===== src/rtl/wbuf_feeder.sv =====
// Weight-buffer read feeder: pulls words from WBUF, splits them into lanes and
// drives the systolic array columns with a diagonal skew, one tile per start.
module wbuf_feeder #(
  parameter int unsigned ARRAY_SIZE = 4,
  parameter int unsigned DATA_W     = 32,
  parameter int unsigned CNT_W      = 8
) (
  input  logic                  clk,
  input  logic                  nRST,
  input  logic                  start,
  input  logic [CNT_W-1:0]      tile_len,
  input  logic                  abort,
  input  logic                  wbuf_valid,
  input  logic [DATA_W-1:0]     wbuf_data,
  output logic                  wbuf_ready,
  output logic [DATA_W-1:0]     col_w,
  output logic [ARRAY_SIZE-1:0] col_valid,
  output logic                  busy,
  output logic                  done,
  output logic [CNT_W-1:0]      word_cnt
);

  localparam int unsigned LANE_W = DATA_W / ARRAY_SIZE;
  localparam int unsigned DRN_W  = $clog2(ARRAY_SIZE + 1);

  localparam logic [CNT_W-1:0] CNT_ONE  = CNT_W'(1);
  localparam logic [DRN_W-1:0] DRN_ONE  = DRN_W'(1);
  localparam logic [DRN_W-1:0] DRN_LAST = DRN_W'(ARRAY_SIZE - 1);

  typedef enum logic [1:0] {
    IDLE   = 2'd0,
    STREAM = 2'd1,
    DRAIN  = 2'd2,
    DONE   = 2'd3
  } state_e;

  state_e            state_q, state_d;
  logic [CNT_W-1:0]  len_q, len_d;
  logic [CNT_W-1:0]  cnt_q, cnt_d;
  logic [DRN_W-1:0]  drn_q, drn_d;
  logic              ready_q, ready_d;
  logic              busy_q, busy_d;
  logic              done_q, done_d;
  logic              accept_c;

  // A word is consumed only on a real handshake that abort does not override.
  assign accept_c = wbuf_valid & ready_q & ~abort;

  // Tile sequencing and registered control outputs.
  always_comb begin
    state_d = state_q;
    len_d   = len_q;
    cnt_d   = cnt_q;
    drn_d   = drn_q;

    case (state_q)
      IDLE: begin
        if (start) begin
          cnt_d = '0;
          if (tile_len != '0) begin
            len_d   = tile_len;
            state_d = STREAM;
          end else begin
            state_d = DONE;
          end
        end
      end
      STREAM: begin
        if (accept_c) begin
          cnt_d = cnt_q + CNT_ONE;
          if (cnt_q == (len_q - CNT_ONE)) begin
            state_d = DRAIN;
            drn_d   = '0;
          end
        end
      end
      DRAIN: begin
        if (drn_q == DRN_LAST) begin
          state_d = DONE;
        end else begin
          drn_d = drn_q + DRN_ONE;
        end
      end
      DONE: begin
        state_d = IDLE;
      end
      default: begin
        state_d = IDLE;
      end
    endcase

    if (abort) begin
      state_d = IDLE;
      cnt_d   = '0;
      drn_d   = '0;
    end

    ready_d = (state_d == STREAM);
    busy_d  = (state_d == STREAM) || (state_d == DRAIN);
    done_d  = (state_d == DONE);
  end

  always_ff @(posedge clk or negedge nRST) begin
    if (!nRST) begin
      state_q <= IDLE;
      len_q   <= '0;
      cnt_q   <= '0;
      drn_q   <= '0;
      ready_q <= 1'b0;
      busy_q  <= 1'b0;
      done_q  <= 1'b0;
    end else begin
      state_q <= state_d;
      len_q   <= len_d;
      cnt_q   <= cnt_d;
      drn_q   <= drn_d;
      ready_q <= ready_d;
      busy_q  <= busy_d;
      done_q  <= done_d;
    end
  end

  assign wbuf_ready = ready_q;
  assign busy       = busy_q;
  assign done       = done_q;
  assign word_cnt   = cnt_q;

  // Column c is a c+1 deep shift chain; idle cycles inject zero data with valid low.
  for (genvar c = 0; c < ARRAY_SIZE; c++) begin : g_col
    localparam int unsigned DEPTH = c + 1;
    localparam int unsigned SW    = DEPTH * LANE_W;

    logic [SW-1:0]    data_q, data_d;
    logic [DEPTH-1:0] vld_q, vld_d;

    always_comb begin
      data_d = data_q << LANE_W;
      vld_d  = vld_q << 1;
      if (accept_c) begin
        data_d[LANE_W-1:0] = wbuf_data[c*LANE_W +: LANE_W];
        vld_d[0]           = 1'b1;
      end
      if (abort) begin
        data_d = '0;
        vld_d  = '0;
      end
    end

    always_ff @(posedge clk or negedge nRST) begin
      if (!nRST) begin
        data_q <= '0;
        vld_q  <= '0;
      end else begin
        data_q <= data_d;
        vld_q  <= vld_d;
      end
    end

    assign col_w[c*LANE_W +: LANE_W] = data_q[SW-1 -: LANE_W];
    assign col_valid[c]              = vld_q[DEPTH-1];
  end

endmodule


===== config.mk =====
export PLATFORM = sky130hd
export DESIGN_NAME = wbuf_feeder
export DESIGN_NICKNAME = d
export VERILOG_FILES = /design/src/rtl/wbuf_feeder.sv
export SDC_FILE = /design/constraint.sdc
export NUM_CORES = 1
export LEC_CHECK = 0
export CORE_MARGIN = 5
export CORE_UTILIZATION = 50
export CTS_CLUSTER_DIAMETER = 200
export CTS_CLUSTER_SIZE = 16
export DETAILED_ROUTE_END_ITERATION = 8
export GPL_ROUTABILITY_DRIVEN = 0
export HOLD_SLACK_MARGIN = 0.02
export PLACE_DENSITY = 0.79
export SLEW_MARGIN = 5
export SYNTH_ARGS = -nofsm -noshare
export SYNTH_HDL_FRONTEND = slang
export SYNTH_SLANG_ARGS = --single-unit

===== constraint.sdc =====
create_clock -name clk -period 2.7 [get_ports clk]
set_input_delay 0.54 -clock clk [delete_from_list [all_inputs] [get_ports clk]]
set_output_delay 0.54 -clock clk [all_outputs]
set_load 0.02 [all_outputs]

-- After elaboration in Yosys (flattened, before gate mapping)
Cells that the tools add are included.
- add/sub/neg operators: 3
- bitwise operators: 3
- eq/ne operators: 12
- muxes and demuxes: 29
- reduce and logical (&&, ||, !) cells: 8
- operators with widths (operator ; number):
    $mux 8 ; 8
    $mux 32 ; 1
    $mux 24 ; 1
    $mux 16 ; 1
    $pmux 8 s2 ; 1
    $mux 3 ; 5
    $mux 2 ; 7
    $ne 3x3->1 const B ; 4
    $add 8x1->8 const B ; 1
    $eq 2x2->1 const B ; 4
    $eq 8x8->1 ; 1
    $pmux 2 s4 ; 1
    $reduce_bool 8->1 ; 1
    $sub 8x1->8 const B ; 1
    $pmux 3 s2 ; 1
    $reduce_and 3->1 ; 2
    $reduce_bool 3->1 ; 2
    $eq 2x1->1 const B ; 2
    $mux 4 ; 1
    $reduce_and 4->1 ; 1
    $add 3x1->3 const B ; 1
    $eq 3x2->1 const B ; 1
    $and 1x1->1 ; 2
    $logic_not 2->1 ; 1
    3 further kinds ; 4
- bits in registers: 114
- logic and storage cells: 70
- input port bits: 45
- output and inout port bits: 47

-- Logic depth before layout (Yosys ltp)
- depth in word-level cells: 8
- depth in mapped cells: 10
- depth with buffers taken out: 10

-- Least setup slack after synthesis
No wires, ideal clock.
- path kind: flip-flop to flip-flop
- start point: register len_q[3]
- end point: register busy_q (netlist: busy)
- stages on the path, launching flop included: 10
- data required time: 2.587 ns
- period minus slack after synthesis: 2.305 ns
- path slack: 0.395 ns
- path buffers: 1
- library setup time: 0.113 ns
- arrival time: 2.192 ns
- cell sequence: dfrtp_1 > buf_6 > or4_4 > or3_1 > a32oi_2 > o2111ai_1 > a31oi_1 > nor2_1 > ha_1 > inv_1
- cells in the longest elaborated chain, start to end: 8
- elaborated cells on any way between the ends: 9
- those cells by class: 1 x add/sub; 3 x eq/ne; 4 x mux; 1 x reduce/logical
- RTL lines (item ; line ; RTL):
    from (decl) ; 38 ; logic [CNT_W-1:0] len_q, len_d;
    from (signal assigned) ; 114 ; len_q <= len_d;
    $sub 8x1->8 * ; 71 ; if (cnt_q == (len_q - CNT_ONE)) begin
    $eq 8x8->1 * ; 71 ;
    $mux 2 * ; 71 ;
    $mux 2 * ; 69 ; if (accept_c) begin
    $pmux 2 s4 * ; 56 ; case (state_q)
    $mux 2 * ; 92 ; if (abort) begin
    named net state_d[0] ; 37 ; state_e state_q, state_d;
    $eq 2x1->1 / $eq 2x2->1 (equally long branches) ; 99 ; busy_d = (state_d == STREAM) || (state_d == DRAIN);
    $logic_or 1x1->1 * ; 99 ;
    named net busy_d ; 42 ; logic busy_q, busy_d;
    to (signal assigned) ; 118 ; busy_q <= busy_d;
    to (decl) ; 42 ;
Mark *: on every way through the listed nets, which the timed path passes. The rest lies on a longest branch.
A chain may end at the register's enable or synchronous reset.

-- Worst setup path after layout
- start point: register len_q[0]
- end point: register busy_q (netlist: busy)
Same word-level chain as after synthesis.

==> summary.json <==
{
  "logic_synthesis": {
    "synth_seq_area_share_pct": 63.8,
    "synth.ff_latch_count": 108,
    "synthAdderAreaFrac_pct": 1.77,
    "post_synth_instance_area_sq_mm": 0.00424,
    "synth_xor_xnor_area_share_pct": 2.27,
    "synthSimpleGateAreaFrac_pct": 18.7,
    "synth_compound_gate_area_share_pct": 4.64,
    "synth_area_leaders": "sky130_fd_sc_hd__dfrtp_1 64%, sky130_fd_sc_hd__nor2b_1 7.7%, sky130_fd_sc_hd__and2_1 4.7%",
    "synthesis.area_per_instance_sq_um": 12.1,
    "synth.mux.area_fraction_pct": 2.39,
    "yosysTopAreaCellShare_pct": 63.8,
    "netlist.top_cell.by_area": "sky130_fd_sc_hd__dfrtp_1",
    "syn_inst": 349,
    "ys.flop_type": "sky130_fd_sc_hd__dfrtp_1",
    "synth-edff-count": 0,
    "largest_family_of_logic_cells_by_synthesized_area": "simple AND/OR/NAND/NOR gates",
    "synth_warnings": 0,
    "synth_nets": 400,
    "synth-async-reset-ratio_pct": 100,
    "synth.distinct_cells": 38
  },
  "layout": {
    "stdcell_count": 527,
    "layout.nets": 468,
    "finalCoreUtilization_pct": 63.8,
    "antenna_cells": 0,
    "final_common_cell": "sky130_fd_sc_hd__dfrtp_1",
    "syn2layout_area_growth_pct": 24.3,
    "most-common-layout-cells": "108 x sky130_fd_sc_hd__dfrtp_1, 89 x sky130_fd_sc_hd__clkdlybuf4s50_1, 52 x sky130_fd_sc_hd__nor2b_1",
    "design_area_sq_mm": 0.00527,
    "share_of_final_layout_standard_cells_stronger_than_drive_strength_1_pct": 8.29
  },
  "floorplanning": {
    "die_h_microns": 102,
    "core_area_sq_mm": 0.00826,
    "fp.dieArea_sq_mm": 0.0104,
    "ios": 92,
    "fp_rows": 33,
    "die_x_microns": 102,
    "initial_utilization_pct": 51.3
  },
  "clocking": {
    "cts.path.max_buffers": 2,
    "cts-root-buf": "sky130_fd_sc_hd__clkbuf_8",
    "clock_tree_from_tritoncts": "built",
    "postCtsHoldBufs": 0,
    "clkSlewWorstSetupHoldPaths_ns": 0.10,
    "clkLatencyLatePin_ns": 0.36,
    "cts.sinks": 108,
    "cts-buffers-inserted": 9,
    "htreeDepth": 3
  },
  "global_route": {
    "antenna_found_initial": 0,
    "grt_first_pass_wirelength_microns": 12100,
    "groute.usage.overall_pct": 15.1,
    "number_of_global_route_vias_before_repair": 2602,
    "grt_residual_overflow": 0,
    "grt_max_degree": 54
  },
  "placed_design": {
    "postPlaceCellArea_sq_mm": 0.00507,
    "port-buffer-count": 91,
    "dp.cells": 511,
    "dp_hpwl_microns": 5230
  },
  "sta": {
    "slew_headroom_pct": 35.7,
    "final_max_slew_viol_count": 0,
    "worst-slew-pin-transition_ns": 0.957,
    "timing.clock.skew_ns": 0.00742,
    "worst_hold_slack_ns": 0.110,
    "finalHoldViolations": 0,
    "fmaxAchievable_mhz": 403,
    "final_period_minus_worst_setup_slack_ns": 2.48,
    "layout_worst_path_cycle_share_pct": 91.9,
    "final-setup-viol-count": 0
  },
  "setup_path": {
    "timing.setup.critical_path_class": "reg -> reg",
    "critical_path.max_fanout": 6,
    "worst_ep_arrival_time_ns": 2.75,
    "crit_required_ns": 2.97,
    "cp-end-kind": "register",
    "worst_setup_path_start_kind": "register"
  },
  "outcome": {
    "status": "completed"
  },
  "routing": {
    "drtPass1Iterations": 4,
    "ant_nets": 0,
    "detail_route.vias_per_cell": 4.87,
    "detailroute.via_count": 2567,
    "average_wire_length_per_cell_after_detail_routing_microns": 13.6,
    "detail_route.iter0.violations": 78,
    "drc": 0,
    "totalWireLength_microns": 7170
  },
  "worst_hold_path": {
    "worst_hold_path_type": "in -> async"
  },
  "power_and_ir_drop": {
    "power.static_leakage_nw": 2.44,
    "cellPowerDensity_mw_per_mm2": 547,
    "worst_supply_voltage_drop_on_vdd_mv": 0.291
  },
  "flow_run": {
    "maxCapViolCount": 0
  }
}
-- synth_stat cells (5+ instances only) --
| master | count |
|---|---|
| sky130_fd_sc_hd__a21oi_1 | 5 |
| sky130_fd_sc_hd__and2_1 | 32 |
| sky130_fd_sc_hd__nand2_1 | 13 |
| sky130_fd_sc_hd__ha_1 | 6 |
| sky130_fd_sc_hd__nor2_1 | 22 |
| sky130_fd_sc_hd__xor2_1 | 5 |
| sky130_fd_sc_hd__inv_1 | 8 |
| sky130_fd_sc_hd__mux2_2 | 6 |
| sky130_fd_sc_hd__clkbuf_1 | 12 |
| sky130_fd_sc_hd__dfrtp_1 | 108 |
| sky130_fd_sc_hd__buf_4 | 25 |
| sky130_fd_sc_hd__xnor2_1 | 6 |
| sky130_fd_sc_hd__o21ai_0 | 10 |
| sky130_fd_sc_hd__nor2b_1 | 52 |
-- worst max-delay path, cell delays in order, from the launching register on --
cell	delay [ns]
sky130_fd_sc_hd__dfrtp_1	0.42
sky130_fd_sc_hd__inv_1	0.09
sky130_fd_sc_hd__ha_1	0.25
sky130_fd_sc_hd__nor4b_2	0.32
sky130_fd_sc_hd__xnor2_1	0.11
sky130_fd_sc_hd__nor4_1	0.34
sky130_fd_sc_hd__o2111ai_1	0.21
sky130_fd_sc_hd__a31oi_1	0.22
sky130_fd_sc_hd__nor2_1	0.09
sky130_fd_sc_hd__ha_1	0.29
sky130_fd_sc_hd__inv_1	0.03
-- cell families (layout without fill, tap and decap cells) --
family	after synthesis	in the layout
xor gates and xnor gates	11	11
AOI/OAI and AO/OA	29	29
DFF	108	108
muxes	9	9
and+or+nand+nor	140	140
adders and majority gates	6	6
buffers and inverters	46	119
-- report_power, final --
part | internal, W | switching [W]
clock network | 0.000374 | 0.000538
logic | 0.000143 | 0.000137
registers | 0.00166 | 0.0000356
total | 0.00217 | 0.000711
-- registers in the layout, summed over array words and instances (netlist names) --
name and count:
busy 1, drn_q 3, word_cnt 8, state_q 2, wbuf_ready 1, g_col.data_q 80
len_q 8, g_col.vld_q 4, done 1
-- layout make-up --
class                      instances  area [sq um]
timing repair buffer              95           946
multi-input combinational        195          1270
fill                             678          2990
clock buffer                      11           141
tap                              105           131
inverter                           8          30.0
sequential                       108          2700
clock inverter                     5          47.5
-- final timing paths --
| path | start | end | slack (ns) | cells past startpoint |
|---|---|---|---|---|
| max reg2reg | len_q[0]$_DFFE_PN0P_ | busy$_DFF_PN0_ | 0.22 | 10 |
| max | len_q[0]$_DFFE_PN0P_ | busy$_DFF_PN0_ | 0.22 | 10 |
| min in group clk | g_col[3].data_q[19]$_DFF_PN0_ | g_col[3].data_q[27]$_DFF_PN0_ | 0.46 | 1 |
| max in group asynchronous | nRST | word_cnt[7]$_DFFE_PN0P_ | 1.93 | 2 |
| min | nRST | g_col[3].data_q[1]$_DFF_PN0_ | 0.11 | 1 |
| min reg2reg | g_col[3].data_q[19]$_DFF_PN0_ | g_col[3].data_q[27]$_DFF_PN0_ | 0.46 | 1 |
-- per-layer routing --
metal | track usage [%] | wire length, microns | vias to the layer above | share of wire, %
li1 | - | - | 1229 | -
met1 | 17.9 | 2880 | 1249 | 40
met2 | 25.1 | 3600 | 74 | 50
met3 | 4.51 | 514 | 15 | 7.2
met4 | 7.27 | 179 | 0 | 2.5
met5 | 0 | 0 | - | 0
-- what timing repair did --
action,in CTS,in global routing
endpoints found under the setup margin,0,5
buffers inserted,0,0
endpoints found under the hold margin,0,0
resized for setup,0,1
-- through the flow --
stage	worst slack (ns)	total power, W	TNS, ns
finish	0.218	0.00288	0
global route	-0.0343	0.00301	-0.0343
CTS	0.152	0.00292	0
detailed placement	0.190	0.00201	0
global placement	0.235	0.00200	0
floorplan	0.395	0.00186	0
Note: power is estimated with default switching activity, not from simulation.
==> edit (config.mk and constraints unchanged) <==
`DATA_W`: 32 -> 40.
--- a/src/rtl/wbuf_feeder.sv
+++ b/src/rtl/wbuf_feeder.sv
@@ -4,3 +4,3 @@
   parameter int unsigned ARRAY_SIZE = 4,
-  parameter int unsigned DATA_W     = 32,
+  parameter int unsigned DATA_W     = 40,
   parameter int unsigned CNT_W      = 8
Interface: changed (resized col_w and wbuf_data); port bits go from 92 to 108. No check against the original RTL was run, so the function may have changed too.
==> edit against the original RTL <==
Synthesized area up 15%. Final area up 26%. Sequential cell count is 20 higher. Die area grew 14%. Power increased by 66%. Wire length rose by 21%. Clock skew increased by 0.0033 ns. Critical path depth fell by 2. Setup slack worse by 0.18 ns. Critical endpoint unchanged.
==> edit: results (changes against the original RTL) <==
Outcome: finished clean
Drt first pass iters: 4 (unchanged)
Largest net degree at the start of global routing: 62 (+15%)
Detailed Place HPWL: 5793 um (+11%)
Vias per cell: 4.673 (-4.1%)
Synth top area cells: dfrtp_1 66%, nor2b_1 8.3%, and2_1 5.5%, buf_4 4.8%, mux2_2 2.1%
Worst-path clk slew: 0.06 ns (-0.04 ns)
Async SR Flop Fraction: 100.0% (unchanged)
Setup Skew: 0.01072 ns (+0.003302 ns)
Avg WL per Cell: 13.91 um (+2.2%)
Largest Register: g_col.data_q
Reg-to-reg slack, setup: 0.04 ns (-0.18 ns)
Hold_sp: abort
Aggregate global-route resource usage: 15.96% (+0.88 points)
Final #Nets: 536 (+15%)
Most frequent cells after synthesis: 128 x dfrtp_1, 65 x nor2b_1, 43 x and2_1, 31 x buf_4, 14 x nor2_1
Seq/Total Area, Yosys: 65.51% (+1.7 points)
Worst Tran Pin Value: 1.121 ns (+0.1643 ns)
Critical Path AT: 3.07 ns (+0.32 ns)
CP Max Fanout: 8 (+2)
Starting DRT DRC Count: 91 (+17%)
Hold Crit Endpoint: word_cnt[1]
Fill cells: 708 (+4.4%)
Synth warn: 0 (unchanged)
# diodes: 0 (unchanged)
WHS: 0.3765 ns (+0.2670 ns)
Congestion Overflow GR: 0 (unchanged)
Initial antenna violation count: 0 (unchanged)
Vias in the first global route: 3,061 (+18%)
Root Driver: clkbuf_8
Clock buffer depth: 2 (unchanged)
Int Power: 3.718 mW (+71%)
First-pass GRT wire length: 14,280 um (+18%)
Syn Nets: 446 (+12%)
Worst Setup SP: len_q[2]
CTS buffer count: 17 (+8)
VDD IR max: 0.4165 mV (+43%)
Leak: 3.063 nW (+26%)
Hold Crit Depth: 2
HP Class: input pin to flip-flop
Main synth FF type: dfrtp_1
Worst reg-to-reg path cell count: 8 (-2)
Clk_lat worst skew: 0.51 ns (+0.15 ns)
Netlist cell types: 38 (unchanged)
Htree depth: 4 (+1)
# port buffers: 107 (+18%)
Number of flip-flops in the largest register: 100 (+25%)
Reg2reg end: busy
Layout cells sized above 1: 13.06% (+4.8 points)
==> edit: changes by cell type in the layout (fill, tap and decap cells not counted), sizes merged, moves of 7 or more <==
| cell | unedited run | this run |
|---|---|---|
| dfrtp | 108 | 128 |
| clkbuf | 11 | 19 |
| clkdlybuf4s50 | 89 | 105 |
| nor2 | 22 | 14 |
| and2 | 32 | 43 |
| nor2b | 52 | 65 |
| nand2 | 13 | 6 |
==> edit: metal layers <==
metal / routed length [um] / vias to the layer above / share of wire, % / track usage, %
met5: 0 / - / 0 / 0
met4: 142 / 0 / 1.6 / 7.484
met3: 533 / 10 / 6.1 / 6.394
met2: 4491 / 77 / 52 / 26.14
met1: 3502 / 1417 / 40 / 18.31
li1: - / 1407 / - / -
==> edit: final cells by class <==
class	count	share of cell area [%]
Timing Repair Buffer	115	17.20
Sequential cell	128	48.40
Tap cell	133	2.514
Clock buffer	19	6.521
Multi-Input combinational cell	210	22.09
Clock inverter	13	2.986
Inverter	5	0.2835
==> edit: logic make-up (layout without fill, tap and decap cells) <==
kind of cell	after synthesis	after routing	synth area share, %
flops	128	128	65.51
compound gates	29	29	3.813
mux	9	9	2.073
buf+inv	49	152	6.141
fa+ha+maj	6	6	1.535
xor+xnor	9	9	1.612
simple gates	157	157	19.32
==> edit: power by group through the flow <==
stage	sequential, mW	combinational [mW]	clock, mW
after global routing	2.03	0.426	2.52
after floorplan	2.05	0.168	0
after detailed placement	2.04	0.352	0
after global placement	2.04	0.339	0
final	2.02	0.386	2.39
after CTS	2.01	0.357	2.44
==> edit: worst max-delay path by stage <==
stage                 to  slack (ns)  cells past startpoint
floorplan           busy        0.30                      8
global placement    busy        0.17                      8
detailed placement  busy      -0.006                      8
CTS                 busy        0.02                      8
global route        busy       -0.04                     10
finish              busy        0.04                      8
==> edit: stage by stage <==
| stage | instances | area [um2] | total power [mW] | worst slack, ns |
|---|---|---|---|---|
| 3_3_place_gp | 588 | 5891 | 2.381 | 0.1738 |
| 3_5_place_dp | 588 | 5891 | 2.396 | -0.006486 |
| 6_report | 623 | 6620 | 4.797 | 0.04116 |
| 5_1_grt | 623 | 6620 | 4.978 | -0.04207 |
| 2_1_floorplan | 387 | 4890 | 2.216 | 0.3010 |
| 4_1_cts | 621 | 6543 | 4.815 | 0.01707 |
==> edit: repair_timing <==
| action | CTS | global route |
|---|---|---|
| pin swaps | 0 | 2 |
| setup buffers | 0 | 2 |
| endpoints found under the hold margin | 37 | 0 |
| setup endpoints to repair | 1 | 3 |
| hold buffers | 1 | 0 |
| gates resized for setup | 2 | 12 |
==> edit: critical path: stages (launching register included) <==
cell and delay (ns):
dfrtp_2 0.46, or3_4 0.45, o21a_1 0.25, nor4_4 0.19, o2111ai_2 0.22, or3_4 0.38
a22o_1 0.28, ha_1 0.29, inv_1 0.04
